## src/rtl/adcdac_2g_pkg.sv

```systemverilog
// Shared constants, status codes and FSM encoding for the 2G control-link command framer.
// Frame layout on both directions: sync, {rw,addr}, data_hi, data_lo, xor of bytes 1..3.
package adcdac_2g_pkg;

   localparam logic [7:0] SYNC_TX_DEF = 8'hA5;
   localparam logic [7:0] SYNC_RX_DEF = 8'h5A;
   localparam int         FRAME_LEN   = 5;

   localparam logic [1:0] ERR_OK       = 2'b00;
   localparam logic [1:0] ERR_CHECKSUM = 2'b01;
   localparam logic [1:0] ERR_TIMEOUT  = 2'b10;
   localparam logic [1:0] ERR_ADDR     = 2'b11;

   typedef enum logic [1:0] {
      ST_IDLE     = 2'd0,
      ST_SEND     = 2'd1,
      ST_WAIT_RSP = 2'd2
   } state_e;

   function automatic logic [7:0] frame_chk(input logic [7:0] b1,
                                            input logic [7:0] b2,
                                            input logic [7:0] b3);
      return b1 ^ b2 ^ b3;
   endfunction

endpackage

```

## src/rtl/adcdac_2g_rsp_parser.sv

```systemverilog
// Reply-frame parser: hunts the RX sync byte, collects B1..B3 and checks B4 as it arrives.
// Held cleared while i_en is low so every wait period starts hunting from scratch.
module adcdac_2g_rsp_parser
   import adcdac_2g_pkg::*;
#(
   parameter logic [7:0] SYNC_RX = SYNC_RX_DEF
) (
   input  logic        i_clk,
   input  logic        i_rst_n,
   input  logic        i_en,
   input  logic        i_rx_val,
   input  logic [7:0]  i_rx_data,
   output logic        o_frame_done,
   output logic        o_chk_err,
   output logic [7:0]  o_b1,
   output logic [15:0] o_data,
   output logic        o_stray
);
   localparam logic [2:0] POS_HUNT = 3'd0;
   localparam logic [2:0] POS_B4   = 3'(FRAME_LEN - 1);

   logic [2:0] r_pos;
   logic [7:0] r_b1;
   logic [7:0] r_b2;
   logic [7:0] r_b3;
   logic       w_byte;

   assign w_byte = i_en & i_rx_val;

   // Position 0 hunts for sync; once synced, bytes are taken positionally (no mid-frame resync).
   always_ff @(posedge i_clk or negedge i_rst_n) begin
      if (!i_rst_n) begin
         r_pos <= POS_HUNT;
         r_b1  <= 8'h00;
         r_b2  <= 8'h00;
         r_b3  <= 8'h00;
      end else if (!i_en) begin
         r_pos <= POS_HUNT;
         r_b1  <= 8'h00;
         r_b2  <= 8'h00;
         r_b3  <= 8'h00;
      end else if (i_rx_val) begin
         case (r_pos)
            3'd0: if (i_rx_data == SYNC_RX) r_pos <= 3'd1;
            3'd1: begin r_b1 <= i_rx_data; r_pos <= 3'd2; end
            3'd2: begin r_b2 <= i_rx_data; r_pos <= 3'd3; end
            3'd3: begin r_b3 <= i_rx_data; r_pos <= POS_B4; end
            default: r_pos <= POS_HUNT;
         endcase
      end
   end

   assign o_frame_done = w_byte & (r_pos == POS_B4);
   assign o_chk_err    = (i_rx_data != frame_chk(r_b1, r_b2, r_b3));
   assign o_b1         = r_b1;
   assign o_data       = {r_b2, r_b3};
   assign o_stray      = w_byte & (r_pos == POS_HUNT) & (i_rx_data != SYNC_RX);

endmodule

```

## src/rtl/adcdac_2g_cmd_framer.sv

```systemverilog
// Register-access framer for the 2G control link: one command out as a 5-byte frame,
// one 5-byte reply parsed back into read data and a status code, with a reply timeout.
module adcdac_2g_cmd_framer
   import adcdac_2g_pkg::*;
#(
   parameter int unsigned TIMEOUT_CYC = 65535,
   parameter logic [7:0]  SYNC_TX     = SYNC_TX_DEF,
   parameter logic [7:0]  SYNC_RX     = SYNC_RX_DEF
) (
   input  logic        fpga_clk,
   input  logic        fpga_rst_n,
   input  logic        cmd_valid,
   output logic        cmd_ready,
   input  logic        cmd_rw,
   input  logic [6:0]  cmd_addr,
   input  logic [15:0] cmd_wdata,
   output logic        rsp_valid,
   output logic [15:0] rsp_rdata,
   output logic [1:0]  rsp_err,
   output logic        busy,
   output logic [7:0]  stray_cnt,
   output logic [7:0]  user_tx_data,
   output logic        user_tx_val,
   input  logic        user_tx_full,
   input  logic [7:0]  user_rx_data,
   input  logic        user_rx_val
);
   localparam logic [23:0] TMO_LAST = 24'(TIMEOUT_CYC - 1);
   localparam logic [2:0]  IDX_LAST = 3'(FRAME_LEN - 1);

   state_e      r_state;
   logic        r_rw;
   logic [6:0]  r_addr;
   logic [15:0] r_wdata;
   logic [2:0]  r_idx;
   logic [23:0] r_timer;
   logic        r_rsp_valid;
   logic [15:0] r_rsp_rdata;
   logic [1:0]  r_rsp_err;
   logic [7:0]  r_stray_cnt;

   logic        w_tx_val;
   logic [7:0]  w_tx_byte;
   logic        w_parser_en;
   logic        w_frame_done;
   logic        w_chk_err;
   logic [7:0]  w_rx_b1;
   logic [15:0] w_rx_data;
   logic        w_parser_stray;
   logic        w_stray;

   assign cmd_ready    = (r_state == ST_IDLE);
   assign busy         = ~cmd_ready;
   assign w_tx_val     = (r_state == ST_SEND) & ~user_tx_full;
   assign user_tx_val  = w_tx_val;
   assign user_tx_data = (r_state == ST_SEND) ? w_tx_byte : 8'h00;
   assign w_parser_en  = (r_state == ST_WAIT_RSP);
   assign w_stray      = w_parser_stray | (user_rx_val & ~w_parser_en);
   assign rsp_valid    = r_rsp_valid;
   assign rsp_rdata    = r_rsp_rdata;
   assign rsp_err      = r_rsp_err;
   assign stray_cnt    = r_stray_cnt;

   always_comb begin
      w_tx_byte = SYNC_TX;
      case (r_idx)
         3'd0:    w_tx_byte = SYNC_TX;
         3'd1:    w_tx_byte = {r_rw, r_addr};
         3'd2:    w_tx_byte = r_wdata[15:8];
         3'd3:    w_tx_byte = r_wdata[7:0];
         default: w_tx_byte = frame_chk({r_rw, r_addr}, r_wdata[15:8], r_wdata[7:0]);
      endcase
   end

   adcdac_2g_rsp_parser #(
      .SYNC_RX (SYNC_RX)
   ) u_parser (
      .i_clk        (fpga_clk),
      .i_rst_n      (fpga_rst_n),
      .i_en         (w_parser_en),
      .i_rx_val     (user_rx_val),
      .i_rx_data    (user_rx_data),
      .o_frame_done (w_frame_done),
      .o_chk_err    (w_chk_err),
      .o_b1         (w_rx_b1),
      .o_data       (w_rx_data),
      .o_stray      (w_parser_stray)
   );

   always_ff @(posedge fpga_clk or negedge fpga_rst_n) begin
      if (!fpga_rst_n) begin
         r_state     <= ST_IDLE;
         r_rw        <= 1'b0;
         r_addr      <= 7'h00;
         r_wdata     <= 16'h0000;
         r_idx       <= 3'd0;
         r_timer     <= 24'd0;
         r_rsp_valid <= 1'b0;
         r_rsp_rdata <= 16'h0000;
         r_rsp_err   <= ERR_OK;
         r_stray_cnt <= 8'h00;
      end else begin
         r_rsp_valid <= 1'b0;
         if (w_stray && (r_stray_cnt != 8'hFF)) r_stray_cnt <= r_stray_cnt + 8'd1;
         case (r_state)
            ST_IDLE: begin
               if (cmd_valid) begin
                  r_rw    <= cmd_rw;
                  r_addr  <= cmd_addr;
                  r_wdata <= cmd_rw ? 16'h0000 : cmd_wdata;
                  r_idx   <= 3'd0;
                  r_state <= ST_SEND;
               end
            end
            ST_SEND: begin
               if (w_tx_val) begin
                  if (r_idx == IDX_LAST) begin
                     r_timer <= 24'd0;
                     r_state <= ST_WAIT_RSP;
                  end else begin
                     r_idx <= r_idx + 3'd1;
                  end
               end
            end
            ST_WAIT_RSP: begin
               r_timer <= r_timer + 24'd1;
               // A completed reply beats a timeout landing on the same cycle.
               if (w_frame_done) begin
                  r_rsp_valid <= 1'b1;
                  r_rsp_rdata <= w_rx_data;
                  r_rsp_err   <= w_chk_err ? ERR_CHECKSUM :
                                 (w_rx_b1 != {r_rw, r_addr}) ? ERR_ADDR : ERR_OK;
                  r_state     <= ST_IDLE;
               end else if (r_timer == TMO_LAST) begin
                  r_rsp_valid <= 1'b1;
                  r_rsp_rdata <= 16'h0000;
                  r_rsp_err   <= ERR_TIMEOUT;
                  r_state     <= ST_IDLE;
               end
            end
            default: r_state <= ST_IDLE;
         endcase
      end
   end

endmodule
```

## config.mk

```make
export PLATFORM = sky130hd
export DESIGN_NAME = adcdac_2g_cmd_framer
export DESIGN_NICKNAME = d
export VERILOG_FILES = /design/src/rtl/adcdac_2g_pkg.sv /design/src/rtl/adcdac_2g_rsp_parser.sv /design/src/rtl/adcdac_2g_cmd_framer.sv
export SDC_FILE = /design/constraint.sdc
export NUM_CORES = 1
export LEC_CHECK = 0
export CAP_MARGIN = 5
export CORE_ASPECT_RATIO = 2
export CORE_MARGIN = 5
export CORE_UTILIZATION = 54
export DETAILED_ROUTE_END_ITERATION = 8
export GPL_ROUTABILITY_DRIVEN = 0
export HOLD_SLACK_MARGIN = 0.08
export PLACE_DENSITY_LB_ADDON = 0.25
export SYNTH_ARGS = -nofsm -noshare
export SYNTH_HDL_FRONTEND = slang
export SYNTH_SLANG_ARGS = --single-unit
```

## constraint.sdc

```tcl
create_clock -name fpga_clk -period 2.35 [get_ports fpga_clk]
set_clock_uncertainty 0.1 [all_clocks]
set_input_delay 0.235 -clock fpga_clk [delete_from_list [all_inputs] [get_ports fpga_clk]]
set_output_delay 0.235 -clock fpga_clk [all_outputs]
set_load 0.01 [all_outputs]
```

==> summary.txt <==
Yosys
  – Cell count after synthesis: 565
  – Top_reg_cell synth: dfrtp_1
  – Post-synth top area share: 0.4871
  – Distinct cell type count after synthesis: roughly 50
  – Top cells by area, synth: dfrtp_1 (49%), xnor2_1 (8.0%), nand2_1 (6.1%)
  – Synth area leader: dfrtp_1
  – Synth Area in Adders: 0.01821
  – Synth Register Bits: roughly 110
  – Mapped Area: between 0.005 and 0.006 mm²
  – Ys async rst share: 1.000
  – Syn Nets: between 600 and 700
  – Sequential fraction of the synthesis area: 0.4871
  – Complex-gate fraction of the synthesized area: 0.1216
  – Mux contribution to synthesized area: 0.02231
  – Area share of xor/xnor cells in the synthesized design: 0.1131
  – Post-synth EDFFs: 0
  – Avg Inst Size Synth: 9.728 µm²
  – Largest family of logic cells by synthesized area: simple AND/OR/NAND/NOR gates
  – Post-Synth Simple-Gate Area: 0.2137
  – Yosys warns: 0

Detailed routing
  – WL final: between 10 and 15 mm
  – Vias/cell: 5.630
  – DRC Markers: 0
  – Post-route ant nets: 0
  – Vias: roughly 4500
  – Detailed Route Iter0 Violations: approximately 240
  – WL/cell: ~17 µm
  – DRT Pass-1 Iters: 4

Place
  – Cell Area, Placed: ~0.0066 mm²
  – Hpwl dp: about 9.9 mm
  – Port bufs: 74

Setup path
  – Critical path arrival: between 2 and 2.5 ns
  – Critical path class: reg2out
  – Critical path required time: roughly 2.0 ns
  – Critical Path End Type: primary output
  – Max FO, Critical Path: 5
  – Cells on worst reg2reg path: 9
  – Critical Path Start Type: register

Layout
  – Fillers: 803
  – Final Core Density: 0.6936
  – Multi-input gate area: around 0.0028 mm²
  – Area Growth Syn to Fin: 26.43%
  – Register area: ~0.0027 mm²
  – Fraction of layout cells with a size suffix above 1: 0.1429
  – Nets: just over 700
  – Antenna cells: 0
  – Fin area: ~0.0069 mm²

Power and ir drop
  – Lkg Pwr: just under 3 nW
  – Tot Pwr: 6.782 mW
  – Max VDD drop: about 0.67 mV
  – Cell-internal power: between 4 and 5 mW
  – Clock Power Share: 0.215
  – Power Density: roughly 1000 mW/mm²
  – Comb pwr share: 0.395
  – Sw power: between 2 and 2.5 mW
  – Switch share: 0.3596
  – Flop pwr share: 0.390

STA
  – Tcrit/Tclk final: 0.9992
  – RSZ-0062 raised after global routing: yes
  – Max_slew headroom: 0.6172
  – # setup viols final: 0
  – Worst slew pin tran: 0.5742 ns
  – Min Tclk post-route: between 2 and 2.5 ns
  – Max Fclk: approximately 0.43 GHz
  – Final hold vios: 0
  – Count of pins over their slew limit: 0

Clock network
  – Clock transition at path regs: around 0.07 ns
  – TritonCTS buffer count: 9
  – Deepest clock path buffer count: 2
  – Clock Latency Late Sink: around 0.35 ns
  – CTS Sinks: about 110
  – H-Tree Depth: 3
  – Clock root buffer: clkbuf_16
  – TritonCTS clock tree: done

Flow run
  – Max Cap Viol: 0

Global route
  – Grt total ovfl: 0
  – M2 GR Usage: 0.4101
  – Number of global-route vias before repair: ~4600
  – Global-route wire length before repair: around 22 mm
  – Overall routing resource usage: 0.2312
  – Largest net degree at the start of global routing: 67
  – Busiest grt layer: met2
  – Initial antenna violation count: 0
  – M3 GR Usage: 0.03787
  – Met1 usage: 0.2689

Floorplan
  – Die Span X: around 81 µm
  – DIE HEIGHT: 152.7 µm
  – Row count: between 50 and 60
  – Ports: 75
  – Starting density of the core: 0.5486
  – Core ar.: 0.01002 mm²
  – Die ar.: approximately 0.012 mm²

Status
  – Status: complete, no violations

Worst hold path
  – Hold Crit Class: in2async
[power groups by stage]
stage | clock, mW | combinational, mW | sequential [mW]
floorplan | 0 | 1.48 | 2.57
global placement | 0 | 2.53 | 2.64
detailed placement | 0 | 2.61 | 2.65
CTS | 1.49 | 2.51 | 2.62
global route | 1.56 | 2.96 | 2.70
finish | 1.46 | 2.68 | 2.64
[per-layer routing]
layer | vias to the layer above | part of all wire
li1 | 2149 | -
met3 | 34 | 0.039
met1 | 2211 | 0.37
met4 | 0 | 0.031
met2 | 110 | 0.56
met5 | - | 0
[placed cells by master (no fill, tap or decap), types with 8 or more instances in the layout]
cell type and instances:
xnor2_1 50, buf_4 30, nand2_1 90, clkbuf_16 9, nand3_1 8, nor3_1 10, nand4_1 11, a21oi_1 46
dfrtp_1 105, buf_2 8, clkdlybuf4s50_1 65, o21ai_0 27, a22o_1 16, xor2_1 21, mux2_2 9, nand2b_1 19
nor2_1 36
[cell usage after synthesis (all sizes together) (5+ instances only)]
cell	n
nand4	11
o21ai	31
nand3	8
nand3b	5
clkbuf	21
xor2	21
nor2	38
ha	8
nor4	11
nor3	12
nand2	91
a22o	16
mux2	10
nor2b	6
a21oi	46
xnor2	50
nand2b	19
inv	7
dfrtp	107
and3	5
[worst max-delay path: stages (launching register included)]
cell and delay (ns):
dfrtp_2 0.44, ha_2 0.22, nor3_4 0.22, nor2_2 0.06
nor2_2 0.13, buf_6 0.13, buf_4 0.09, nand2_1 0.04
a21oi_1 0.17, buf_2 0.17
[timing repair]
| item | 4_1_cts | 5_1_grt |
|---|---|---|
| endpoints found under the setup margin | 8 | 12 |
| buffers inserted | 0 | 3 |
| gates resized for setup | 39 | 20 |
| gates cloned | 0 | 0 |
| hold buffers | 1 | 0 |
| endpoints found under the hold margin | 107 | 0 |
| pin swaps | 7 | 8 |
[path summary, 6_finish.rpt]
| check | startpoint | endpoint | slack (ns) |
|---|---|---|---|
| max reg2reg | r_idx[0] | r_timer[13] | 0.13 |
| max in group asynchronous | fpga_rst_n | r_timer[18] | 1.32 |
| min reg2reg | stray_cnt[7] | stray_cnt[7] | 0.40 |
| min in group fpga_clk | cmd_wdata[15] | r_wdata[15] | 0.36 |
| min | fpga_rst_n | rsp_rdata[11] | 0.20 |
| max | r_idx[0] | user_tx_data[6] | 0.002 |
[cell families after synthesis]
logic type      Yosys count
flops                   107
xor+xnor                 71
fa+ha+maj                 8
buf+inv                  31
simple gates            228
mux                      11
compound gates          109
[state kept, by name, indices dropped and copies added, names as in the netlist, 7 cells and up]
register and count:
r_wdata 16, r_addr 7, u_parser.o_b1 8, r_timer 24, u_parser.r_b3 8, rsp_rdata 16, u_parser.r_b2 8, stray_cnt 8
[final cells by class]
type,count,share of cell area
clock buffer,9,0.03241
sequential,107,0.3857
tap,135,0.02431
multi-input combinational,427,0.3990
inverter,7,0.003781
timing repair buffer,110,0.1467
clock inverter,5,0.008102
[stage by stage]
step,cells,hold WS [ns],setup TNS [ns],setup WS [ns]
after floorplan,565,-0.1606,0,0.2495
after global placement,782,0.01501,-0.1448,-0.04316
after detailed placement,782,0.02405,-0.9264,-0.1619
after CTS,797,0.2049,-0.001787,-0.0009817
after global routing,800,0.2434,-0.6754,-0.1451
final,800,0.2046,0,0.001849
Note: power is estimated with default switching activity, not from simulation.
==> variant, RTL diff (same settings) <==
Register the output `stray_cnt` once more, with the module's reset; this adds one clock of latency there. The other outputs are not delayed to match.
--- a/src/rtl/adcdac_2g_cmd_framer.sv
+++ b/src/rtl/adcdac_2g_cmd_framer.sv
@@ -59,7 +59,13 @@
    assign rsp_valid    = r_rsp_valid;
    assign rsp_rdata    = r_rsp_rdata;
    assign rsp_err      = r_rsp_err;
-   assign stray_cnt    = r_stray_cnt;
+   always_ff @(posedge fpga_clk or negedge fpga_rst_n) begin
+      if (!fpga_rst_n) begin
+         stray_cnt <= '0;
+      end else begin
+         stray_cnt <= r_stray_cnt;
+      end
+   end
 
    always_comb begin
       w_tx_byte = SYNC_TX;
Check against the original RTL: not equivalent (Yosys sat finds a counterexample within 4 cycles, from zero or initial values and one cycle with fpga_rst_n low).
==> variant against the original RTL <==
  * Sequential cell count rose by 8
  * Final cell count did not move
  * Sequential share of layout area rose by 1.0 points
  * Setup slack improved by 65 ps
  * Design area rose by 4.7%
  * Total power rose by 15%
  * Largest power group is now sequential cells
  * Synthesized area rose by 3.3%
  * Wire length rose by 0.20%
  * Fmax rose by 2.8%
  * Largest cell class is now sequential cells
  * First-iteration DRC count rose by 4.5%
==> variant: results (changes against the original RTL) <==
metric,value,unit,change
status,finished clean,,unchanged
"wirelength, routed",13.6,mm,about the same
Top reg by flops,r_timer,,unchanged
worst flop-to-flop path startpoint,r_timer[0],,was r_idx[0]
Layout fillers,805,,was 803
Worst-Skew Late Latency,420,ps,was 350 ps
gr usage total,0.231,,about the same
WHS,154,ps,was 205 ps
first-pass GRT wire length,22.4,mm,about the same
peak supply drop,0.000822,V,was 0.000668 V
antenna violations before repair,0,,unchanged
largest cells by area after synthesis,"dfrtp_1 (51%), xnor2_1 (7.6%), nand2_1 (5.7%), xor2_1 (4.3%), a21oi_1 (3.1%)",,"was dfrtp_1 (49%), xnor2_1 (8.0%), nand2_1 (6.1%), a21oi_1 (4.2%), xor2_1 (3.3%)"
synth cell count leaders,"dfrtp_1 (115), nand2_1 (86), xnor2_1 (49), nor2_1 (38), a21oi_1 (35)",,"was dfrtp_1 (107), nand2_1 (90), xnor2_1 (50), a21oi_1 (46), nor2_1 (38)"
Via density,5.58,,was 5.63
post-DP HPWL,10.0,mm,was 9.86 mm
CP arrival,1950,ps,was 2010 ps
Syn. warnings,0,,unchanged
Clock transition at path regs,60,ps,
Final nets,697,,was 707
CTS Buf Count,17,,was 9
max reg flops,24,,unchanged
Detail Route Antenna Nets,0,,unchanged
Critical path origin,r_idx[1],,was r_idx[0]
layout cells sized above 1,0.146,,was 0.143
slowest CP cell,dfrtp_2,,unchanged
Hold Crit Class,in2async,,unchanged
DRT iter0 DRCs,253,,was 242
Worst path max stage delay,420,ps,was 440 ps
DP Worst Slack,23.1,ps,was -162 ps
antenna cells,0,,unchanged
Rel. slew slack,0.677,,was 0.617
largest net degree at the start of global routing,45,,was 67
vias in the first global route,4721,,"was 4,588"
r2r setup slk,150,ps,was 130 ps
worst-path fanout max,4,,was 5
R2R Path End,rsp_rdata[5],,was r_timer[13]
Async SR Flop Fraction,1.00,,unchanged
"Avg Cell Area, Syn",10.1,sq um,was 9.73 sq um
CTS H-tree depth,4,,was 3
Pleak,3.12,nW,was 2.90 nW
"Seq/Total Area, Yosys",0.507,,was 0.487
"Net Count, Synth",606,,was 610
IO buf count,74,,unchanged
Netlist cell types,53,,was 49
placed instance count,767,,was 782
worst r2r path cells,7,,was 9
Placement Cell Area,6630,sq um,was 6580 sq um
Non-Filler Instances,800,,unchanged
==> variant: cell types whose count changed after synthesis, sizes merged, moves of 5 or more <==
cell    change
a21oi      -11
and3        +6
dfrtp       +8
nand2       -5
nand3b      -5
nand4       +5
nor3        -7
nor4        -5
o21ai       -7
xor2        +7
==> variant: kinds of logic after synthesis <==
group | count (synthesis) | share of synthesized area
compound gates | 101 | 0.119
xor+xnor | 77 | 0.119
fa+ha+maj | 8 | 0.0176
buf+inv | 38 | 0.0361
flops | 115 | 0.507
mux | 11 | 0.0216
simple gates | 211 | 0.181
==> variant: worst max path at each step <==
stage,endpoint,slack (ps),cells past startpoint
floorplan,rsp_rdata[10],290,8
global placement,r_stray_cnt[5],20,7
detailed placement,rsp_rdata[5],20,7
CTS,user_tx_data[6],-20,5
global route,user_tx_data[4],0.1,5
finish,user_tx_data[0],70,6
==> variant: final cells by class <==
| type | instances | area (sq um) | area share |
|---|---|---|---|
| sequential | 115 | 2880 | 0.396 |
| timing repair buffer | 101 | 951 | 0.131 |
| clock inverter | 12 | 136 | 0.0187 |
| multi-input combinational | 408 | 2660 | 0.366 |
| tap | 137 | 171 | 0.0236 |
| inverter | 9 | 33.8 | 0.00464 |
| clock buffer | 18 | 439 | 0.0604 |
==> variant: per-stage QoR <==
step           utilization  TNS [ps]
6_report             0.699         0
5_1_grt              0.699         0
4_1_cts              0.698     -17.4
3_5_place_dp         0.637         0
3_3_place_gp         0.637         0
2_1_floorplan            -         0
==> variant: critical path: cells and delay by family, from the launching register on <==
kind                     cells  cell delay, ps
AND/OR/NAND/NOR              1             170
flip-flops                   1             420
adder cells (fa/ha/maj)      1             220
AO/OA/AOI/OAI                2             340
buffers and inverters        2             400
==> variant: power breakdown <==
| part | leakage [nW] | internal, W | total (W) | switching, W |
|---|---|---|---|---|
| combinational | 1.33 | 0.00121 | 0.00238 | 0.00117 |
| sequential | 1.53 | 0.00243 | 0.00294 | 0.000508 |
| clock | 0.262 | 0.00157 | 0.00250 | 0.000923 |
| total | 3.12 | 0.00521 | 0.00782 | 0.00261 |
==> variant: routing by layer <==
metal,global-route usage,share of wire,up-vias
li1,-,-,2109
met1,0.237,0.35,2197
met2,0.415,0.57,118
met3,0.0597,0.044,36
met4,0.114,0.036,0
met5,0,0,-
==> variant: repair_timing <==
item / in CTS / in global routing
buffers inserted: 2 / 0
hold buffers: 1 / 0
pin swaps: 0 / 6
resized for setup: 18 / 16
endpoints found under the setup margin: 13 / 23
endpoints found under the hold margin: 115 / 0
